## config.mk

```make
export PLATFORM = sky130hd
export DESIGN_NAME = a5_keystream_ctrl
export DESIGN_NICKNAME = d
export VERILOG_FILES = /design/src/rtl/a5_pkg.sv /design/src/rtl/a5_majority_clk.sv /design/src/rtl/a5_keystream_ctrl.sv
export SDC_FILE = /design/constraint.sdc
export NUM_CORES = 1
export LEC_CHECK = 0
export CAP_MARGIN = 20
export CORE_ASPECT_RATIO = 0.8
export CORE_MARGIN = 2
export CORE_UTILIZATION = 43
export CTS_BUF_LIST = sky130_fd_sc_hd__clkbuf_2 sky130_fd_sc_hd__clkbuf_4 sky130_fd_sc_hd__clkbuf_8
export DETAILED_ROUTE_END_ITERATION = 12
export PLACE_DENSITY_LB_ADDON = 0.15
export SLEW_MARGIN = 20
export SYNTH_ARGS = -nofsm -noshare
export SYNTH_HDL_FRONTEND = slang
export SYNTH_SLANG_ARGS = --single-unit
export TNS_END_PERCENT = 20
```

## constraint.sdc

```tcl
create_clock -name clk -period 4.75 [get_ports clk]
set_input_delay 0.7125 -clock clk [delete_from_list [all_inputs] [get_ports clk]]
set_output_delay 0.7125 -clock clk [all_outputs]
set_load 0.005 [all_outputs]
```

## src/rtl/a5_pkg.sv

```systemverilog
// rtl/a5_pkg.sv - shared state encoding, A5/1 tap positions and default phase lengths
package a5_pkg;

    typedef enum logic [2:0] {
        IDLE,
        CLEAR,
        KEY,
        FRAME,
        MIX,
        STREAM
    } a5_state_e;

    // Clocking-tap and output positions inside the external R1/R2/R3 registers
    localparam int R1_LEN     = 19;
    localparam int R2_LEN     = 22;
    localparam int R3_LEN     = 23;
    localparam int R1_CLK_TAP = 8;
    localparam int R2_CLK_TAP = 10;
    localparam int R3_CLK_TAP = 10;

    localparam int DEF_KEY_BITS   = 64;
    localparam int DEF_FRAME_BITS = 22;
    localparam int DEF_MIX_CYCLES = 100;
    localparam int DEF_KS_BITS    = 228;

    function automatic int max4(input int a, input int b, input int c, input int d);
        int m;
        m = a;
        if (b > m) m = b;
        if (c > m) m = c;
        if (d > m) m = d;
        return m;
    endfunction

endpackage

```

## src/rtl/a5_majority_clk.sv

```systemverilog
// rtl/a5_majority_clk.sv - A5/1 majority rule: enable every register whose tap agrees with the majority
module a5_majority_clk
    import a5_pkg::*;
(
    input  logic [2:0] clk_bit_i,
    output logic [2:0] clk_en_o
);

    logic maj;

    assign maj = (clk_bit_i[0] & clk_bit_i[1]) |
                 (clk_bit_i[0] & clk_bit_i[2]) |
                 (clk_bit_i[1] & clk_bit_i[2]);

    // At most one tap can disagree, so at least two registers always step
    assign clk_en_o = ~(clk_bit_i ^ {3{maj}});

endmodule

```

## src/rtl/a5_keystream_ctrl.sv

```systemverilog
// rtl/a5_keystream_ctrl.sv - A5/1 session sequencer driving three external LFSRs and a keystream handshake
module a5_keystream_ctrl
    import a5_pkg::*;
#(
    parameter int KEY_BITS   = DEF_KEY_BITS,
    parameter int FRAME_BITS = DEF_FRAME_BITS,
    parameter int MIX_CYCLES = DEF_MIX_CYCLES,
    parameter int KS_BITS    = DEF_KS_BITS
) (
    input  logic                  clk,
    input  logic                  reset,
    input  logic                  start,
    input  logic                  abort,
    input  logic [KEY_BITS-1:0]   key,
    input  logic [FRAME_BITS-1:0] frame,
    input  logic [2:0]            lfsr_clk_bit,
    input  logic [2:0]            lfsr_q,
    output logic                  lfsr_load,
    output logic [2:0]            lfsr_clk_en,
    output logic                  lfsr_d,
    output logic                  ks_valid,
    output logic                  ks_bit,
    input  logic                  ks_ready,
    output logic                  busy,
    output logic                  done
);

    localparam int CNT_W   = $clog2(max4(KEY_BITS, FRAME_BITS, MIX_CYCLES, KS_BITS) + 1);
    localparam int KEY_IW  = $clog2(KEY_BITS);
    localparam int FRM_IW  = $clog2(FRAME_BITS);

    localparam logic [CNT_W-1:0] KEY_LAST   = CNT_W'(KEY_BITS - 1);
    localparam logic [CNT_W-1:0] FRAME_LAST = CNT_W'(FRAME_BITS - 1);
    localparam logic [CNT_W-1:0] MIX_LAST   = CNT_W'(MIX_CYCLES - 1);
    localparam logic [CNT_W-1:0] KS_LOAD    = CNT_W'(KS_BITS);

    a5_state_e        state_q, state_d;
    logic [CNT_W-1:0] cnt_q, cnt_d;
    logic             ks_valid_q, ks_valid_d;
    logic             done_q, done_d;
    logic [2:0]       maj_en;
    logic [KEY_IW-1:0] key_idx;
    logic [FRM_IW-1:0] frame_idx;
    logic             stream_step;
    logic             stream_accept;

    a5_majority_clk u_majority (
        .clk_bit_i (lfsr_clk_bit),
        .clk_en_o  (maj_en)
    );

    // The counter runs down, so the serial index is its distance from the top
    assign key_idx   = KEY_IW'(KEY_LAST - cnt_q);
    assign frame_idx = FRM_IW'(FRAME_LAST - cnt_q);

    // In STREAM the counter holds the number of LFSR clocks still owed to the sink
    assign stream_step   = (!ks_valid_q || ks_ready) && (cnt_q != '0);
    assign stream_accept = ks_valid_q && ks_ready;

    always_ff @(posedge clk) begin
        if (reset) begin
            state_q    <= IDLE;
            cnt_q      <= '0;
            ks_valid_q <= 1'b0;
            done_q     <= 1'b0;
        end else begin
            state_q    <= state_d;
            cnt_q      <= cnt_d;
            ks_valid_q <= ks_valid_d;
            done_q     <= done_d;
        end
    end

    always_comb begin
        state_d     = state_q;
        cnt_d       = cnt_q;
        ks_valid_d  = ks_valid_q;
        done_d      = 1'b0;
        lfsr_load   = 1'b0;
        lfsr_clk_en = 3'b000;
        lfsr_d      = 1'b0;

        case (state_q)
            IDLE: begin
                if (start) begin
                    state_d = CLEAR;
                    cnt_d   = '0;
                end
            end
            CLEAR: begin
                lfsr_load = 1'b1;
                state_d   = KEY;
                cnt_d     = KEY_LAST;
            end
            KEY: begin
                lfsr_clk_en = 3'b111;
                lfsr_d      = key[key_idx];
                cnt_d       = cnt_q - 1'b1;
                if (cnt_q == '0) begin
                    state_d = FRAME;
                    cnt_d   = FRAME_LAST;
                end
            end
            FRAME: begin
                lfsr_clk_en = 3'b111;
                lfsr_d      = frame[frame_idx];
                cnt_d       = cnt_q - 1'b1;
                if (cnt_q == '0) begin
                    state_d = MIX;
                    cnt_d   = MIX_LAST;
                end
            end
            MIX: begin
                lfsr_clk_en = maj_en;
                cnt_d       = cnt_q - 1'b1;
                if (cnt_q == '0) begin
                    state_d = STREAM;
                    cnt_d   = KS_LOAD;
                end
            end
            STREAM: begin
                // Stepping only when the output slot is free keeps ks_bit frozen during stalls
                if (stream_step) begin
                    lfsr_clk_en = maj_en;
                    cnt_d       = cnt_q - 1'b1;
                    ks_valid_d  = 1'b1;
                end else if (stream_accept) begin
                    ks_valid_d = 1'b0;
                    state_d    = IDLE;
                    done_d     = 1'b1;
                end
            end
            default: begin
                state_d = IDLE;
                cnt_d   = '0;
            end
        endcase

        // Abort and reset leave the LFSR contents exactly as they were
        if (abort || reset) begin
            state_d     = IDLE;
            cnt_d       = '0;
            ks_valid_d  = 1'b0;
            done_d      = 1'b0;
            lfsr_load   = 1'b0;
            lfsr_clk_en = 3'b000;
            lfsr_d      = 1'b0;
        end
    end

    assign ks_valid = ks_valid_q;
    assign ks_bit   = ks_valid_q & (^lfsr_q);
    assign busy     = (state_q != IDLE);
    assign done     = done_q;

endmodule
```

==> impl_metrics.json, run 1 <==
{
  "run_status": "complete, no violations",
  "cts_tree": "done",
  "count_of_state_elements_after_synthesis": 13,
  "place_area_um2": 2920,
  "hold_violations": 0,
  "async_reset_ff_frac": 0,
  "yosysUniqueCellTypes": 54,
  "required_time_of_the_critical_path_ps": 4040,
  "finalMaxSlewViolations": 0,
  "power.static_leakage_nw": 0.974,
  "synth_compound_area_frac": 0.243,
  "total_die_area_um2": 4910,
  "first_pass_iters": 4,
  "layout_commonest_cell": "sky130_fd_sc_hd__clkdlybuf4s50_1",
  "netlist_instances": 225,
  "grtUsageTotal": 0.238,
  "max_clock_freq_mhz": 253,
  "finClkSkew_ps": 7.04,
  "grt_pass1_wl_mm": 9.35,
  "cts_inserted_buffers": 3,
  "final-instance-count-excl-fill": 377,
  "yosys.area_share.adder": 0.0334,
  "pin_count": 106,
  "grt-ovfl-total": 0,
  "post_cts_resized": 0,
  "hold_path_class": "flop to flop",
  "combinational_family_with_the_most_area_after_synthesis": "multiplexers",
  "post_cts_hold_buffer_count": 0,
  "synth.mux.area_fraction": 0.270,
  "avgRoutedWirePerCell_um": 15.5,
  "floorplan.rows": 21,
  "hpwl_mm": 4.82,
  "syn_nets": 327,
  "worstSetupStartpointType": "flop",
  "finalSetupViolations": 0,
  "placeableCoreArea_um2": 4180,
  "vdd_drop_max_mv": 0.107,
  "finish.net_count": 423,
  "antennaDiodeCount": 0,
  "die_h_um": 63.1,
  "timing.slew.headroom": 0.550,
  "final_layout_size_suffix_gt1_frac": 0.109,
  "rsz0062_at_grt": "false",
  "top_reg_cell_synth": "sky130_fd_sc_hd__dfxtp_1",
  "hold_slack_ps": 494,
  "edff_count_synth": 0,
  "synth-xor-area-share": 0.0514,
  "globalplace.congestion": 0.897,
  "type_of_the_worst_setup_path": "flop to output pin",
  "post_drt_via_cell_ratio": 5.72,
  "fin_crit_sh": 0.831,
  "final.setup.tns_ps": 0,
  "tritoncts_sinks": 13,
  "area_growth_syn_to_layout_pct": 58.3,
  "syn-mean-instance-area_um2": 8.33,
  "count_of_maximum_capacitance_violations": 0,
  "worst_ep_arrival_time_ps": 3240,
  "number_of_antenna_violations_at_the_first_check_in_global_routing": 0,
  "yosys_warnings": 0,
  "cts_setup_buffers": 0,
  "fin_area_um2": 2970,
  "detailedRoute.firstIterationViolations": 188,
  "power-per-cell-area_nw_per_um2": 142,
  "finalWorstPathRequiredPeriod_ps": 3950,
  "post_synth_and_or_nand_nor_area_fraction": 0.198,
  "crit_path_end_kind": "output pin",
  "ys_seq_area_frac": 0.139,
  "max-clock-path-buffers": 2,
  "crit_path_max_fanout": 18,
  "route.vias.total": 2155,
  "floorplan.die.width_um": 77.8,
  "cts.htree.levels": 1,
  "netlist_area_um2": 1870,
  "path_clk_slew_ps": 50,
  "drcViolationCount": 0,
  "wirelength_mm": 5.84,
  "drtAntennaViolNets": 0,
  "start_util": 0.449,
  "dp.cells": 373,
  "tightestPinTransition_ps": 674,
  "grt_max_degree": 22,
  "clk_latency_ps": 250,
  "most-common-layout-cells": "sky130_fd_sc_hd__clkdlybuf4s50_1 (105), sky130_fd_sc_hd__nand2_1 (20), sky130_fd_sc_hd__o21ai_0 (19), sky130_fd_sc_hd__a21oi_1 (17), sky130_fd_sc_hd__mux4_2 (17)",
  "clk_root_buffer_cell": "sky130_fd_sc_hd__clkbuf_8",
  "numPortBuffers": 105,
  "fillers": 357,
  "via_count_of_the_first_global_routing_pass": 1977
}
cell families (layout without fill, tap and decap cells):
family / count (synthesis) / after routing
AO/OA/AOI/OAI: 70 / 70
XOR/XNOR: 11 / 11
adder cells (fa/ha/maj): 5 / 5
flip-flops: 13 / 13
AND/OR/NAND/NOR: 73 / 73
multiplexers: 29 / 29
buffers and inverters: 24 / 119
metrics by stage:
stage	total power, mW	util	setup slack (ps)
after floorplan	0.216	-	1780
after global placement	0.310	0.699	1120
after detailed placement	0.313	0.699	1100
after global routing	0.447	0.710	630
final	0.422	0.710	801
after CTS	0.421	0.710	824
final cells by class:
class,count,area [um2],area share
Inverter,8,30.0,0.0101
Timing Repair Buffer,107,1070,0.359
Multi-Input combinational cell,188,1490,0.503
Tap cell,57,71.3,0.0240
Clock buffer,4,48.8,0.0164
Sequential cell,13,260,0.0877
per-layer routing:
layer	track usage	vias up	part of all wire	routed length, um
met1	0.339	1010	0.43	2530
met5	0	-	0	0
met4	0.0335	0	0.0072	42
met2	0.381	88	0.48	2810
li1	-	1051	-	-
met3	0.0501	6	0.079	460
cell usage after synthesis, drive strengths merged, types with 3 or more instances:
cell / number / area [um2]
o21ai: 21 / 105
nand2: 20 / 75.1
a21oi: 17 / 85.1
mux4: 17 / 383
nor2: 15 / 63.8
dfxtp: 13 / 260
buf: 10 / 70.1
mux2i: 10 / 100
a211oi: 8 / 75.1
nor3: 8 / 40.0
xnor2: 8 / 70.1
inv: 7 / 26.3
nand3: 7 / 35.0
nor2b: 7 / 43.8
clkbuf: 6 / 22.5
ha: 5 / 62.6
o22ai: 3 / 18.8
or2: 3 / 18.8
xor2: 3 / 26.3
critical path, stage by stage, from the launching register on:
cell                              delay, ps
sky130_fd_sc_hd__dfxtp_1                750
sky130_fd_sc_hd__inv_1                  180
sky130_fd_sc_hd__ha_1                   440
sky130_fd_sc_hd__mux4_2                 330
sky130_fd_sc_hd__mux4_2                 490
sky130_fd_sc_hd__a21oi_1                220
sky130_fd_sc_hd__o21ai_0                110
sky130_fd_sc_hd__clkdlybuf4s50_1        470
power breakdown:
part | leakage (nW) | internal, mW | switching, mW | total [mW]
sequential | 0.105 | 0.111 | 0.00962 | 0.121
clock | 0.0262 | 0.0652 | 0.0450 | 0.110
combinational | 0.842 | 0.123 | 0.0680 | 0.191
final timing paths:
| path | start | end | slack (ps) | cells after the start |
|---|---|---|---|---|
| max | cnt_q[2]$_SDFFE_PP0P_ | lfsr_d | 800 | 7 |
| min | cnt_q[7]$_SDFFE_PP0P_ | cnt_q[7]$_SDFFE_PP0P_ | 490 | 2 |
| max reg2reg | cnt_q[0]$_SDFFE_PP0P_ | cnt_q[2]$_SDFFE_PP0P_ | 1930 | 8 |
| min reg2reg | cnt_q[7]$_SDFFE_PP0P_ | cnt_q[7]$_SDFFE_PP0P_ | 490 | 2 |
registers in the layout, indices dropped and copies added (netlist names):
register,flops
done,1
state_q,3
ks_valid,1
cnt_q,8
(Power assumes the default switching activity.)
==> run 2, diff against run 1 <==
- CORE_UTILIZATION: 43 -> 40
- clock period: 4.75 -> 4 ns (I/O delays scaled with it)
==> impl_metrics.json, run 2 (same netlist as run 1, synthesis figures left out) <==
{
  "finalMaxSlewViolations": 0,
  "grt_max_degree": 25,
  "finClkSkew_ps": 1.10,
  "layout_commonest_cell": "sky130_fd_sc_hd__clkdlybuf4s50_1",
  "top_usage_layer": "met2",
  "pin_count": 106,
  "worst_ep_arrival_time_ps": 3150,
  "globalplace.congestion": 0.841,
  "clk_latency_ps": 250,
  "vdd_drop_max_mv": 0.118,
  "post_cts_resized": 0,
  "type_of_the_worst_setup_path": "flop to output pin",
  "cts_inserted_buffers": 3,
  "fin_crit_sh": 0.938,
  "hold_violations": 0,
  "most-common-layout-cells": "sky130_fd_sc_hd__clkdlybuf4s50_1 (105), sky130_fd_sc_hd__nand2_1 (20), sky130_fd_sc_hd__o21ai_0 (19), sky130_fd_sc_hd__a21oi_1 (17), sky130_fd_sc_hd__mux4_2 (17)",
  "via_count_of_the_first_global_routing_pass": 2125,
  "tightestPinTransition_ps": 914,
  "setup_ws_ps": 248,
  "die_h_um": 65.2,
  "area_taken_by_multi_input_logic_gates_um2": 1490,
  "start_util": 0.413,
  "hpwl_mm": 5.11,
  "tritoncts_sinks": 13,
  "area_growth_syn_to_layout_pct": 60.1,
  "detailedRoute.firstIterationViolations": 159,
  "groute.layer.met1.usage": 0.300,
  "worst_path_max_delay_cell": "sky130_fd_sc_hd__dfxtp_1",
  "power.static_leakage_nw": 0.994,
  "met2_usage_grt": 0.415,
  "finalSetupViolations": 0,
  "cts_setup_buffers": 0,
  "rsz0062_at_grt": "false",
  "seq_area_um2": 260,
  "crit_path_end_kind": "output pin",
  "first_pass_iters": 4,
  "crit_path_max_fanout": 18,
  "count_of_maximum_capacitance_violations": 0,
  "final_layout_size_suffix_gt1_frac": 0.120,
  "antennaDiodeCount": 0,
  "grtUsageTotal": 0.237,
  "avgRoutedWirePerCell_um": 16.2,
  "cts_tree": "done",
  "post_cts_hold_buffer_count": 0,
  "grt-ovfl-total": 0,
  "max-clock-path-buffers": 2,
  "post_drt_via_cell_ratio": 5.73,
  "required_time_of_the_critical_path_ps": 3400,
  "numPortBuffers": 105,
  "number_of_antenna_violations_at_the_first_check_in_global_routing": 0,
  "post-layout-total-power_mw": 0.506,
  "met3_usage": 0.0495,
  "final.setup.tns_ps": 0,
  "floorplan.die.width_um": 80.5,
  "max_clock_freq_mhz": 267,
  "route.vias.total": 2201,
  "total_die_area_um2": 5250,
  "placeableCoreArea_um2": 4540,
  "final_util": 0.661,
  "dp.cells": 380,
  "power-per-cell-area_nw_per_um2": 168,
  "hold_path_class": "flop to flop",
  "dpl_worst_slack_ps": 512,
  "regMostFlops": "cnt_q",
  "wirelength_mm": 6.24,
  "timing.slew.headroom": 0.390,
  "cts.htree.levels": 1,
  "finish.net_count": 427,
  "drtAntennaViolNets": 0,
  "worstSetupStartpointType": "flop",
  "clk_root_buffer_cell": "sky130_fd_sc_hd__clkbuf_8",
  "run_status": "complete, no violations",
  "top_regs": "cnt_q x8, state_q x3",
  "grt_pass1_wl_mm": 9.76,
  "finalWorstPathRequiredPeriod_ps": 3750,
  "drcViolationCount": 0,
  "path_clk_slew_ps": 60,
  "fillers": 400,
  "floorplan.rows": 22,
  "final-instance-count-excl-fill": 384,
  "largest_register_ffs": 8,
  "timing.critical_path.cells": "buf_4 -> mux4_2 -> a311oi_1 -> a2111oi_0 -> a31oi_1 -> o21ai_0 -> clkdlybuf4s50_1",
  "critPathMaxStageDelay_ps": 920
}
[run 2: cell types whose count changed in the layout (fill, tap and decap cells not counted), sizes merged]
cell,delta
buf,+4
[run 2: layout make-up]
cell class	instances	share of cell area
tap	60	0.0250
clock buffer	4	0.0163
sequential	13	0.0867
multi-input combinational	188	0.497
inverter	8	0.0100
timing repair buffer	111	0.365
[run 2: metrics by stage]
stage | hold WS [ps] | cell area (um2)
floorplan | 460 | 1870
detailed placement | 502 | 2950
finish | 518 | 3000
global placement | 490 | 2950
global route | 572 | 3000
CTS | 510 | 3000
[run 2: worst paths after layout]
check	startpoint	endpoint	slack, ps	depth (start not counted)
worst max-delay path	cnt_q[0]$_SDFFE_PP0P_	lfsr_d	250	7
worst min-delay path	cnt_q[7]$_SDFFE_PP0P_	cnt_q[7]$_SDFFE_PP0P_	520	2
worst min register to register	cnt_q[7]$_SDFFE_PP0P_	cnt_q[7]$_SDFFE_PP0P_	520	2
worst max register to register	cnt_q[0]$_SDFFE_PP0P_	cnt_q[2]$_SDFFE_PP0P_	1160	8
[run 2: where the power goes]
group	internal [mW]	switching [mW]	total, mW
Combinational	0.148	0.0843	0.232
Sequential	0.132	0.0112	0.144
Clock	0.0774	0.0523	0.130
[run 2: per-layer routing]
| metal | share of wire | vias up |
|---|---|---|
| met5 | 0 | - |
| met4 | 0.0064 | 0 |
| met3 | 0.075 | 6 |
| met2 | 0.52 | 90 |
| met1 | 0.40 | 1042 |
| li1 | - | 1063 |
[run 2: worst max-delay path, delay by kind of cell, from the launching register on]
kind            cells  cell delay (ps)
buf+inv             2              730
flops               1              920
compound gates      4              750
mux                 1              500
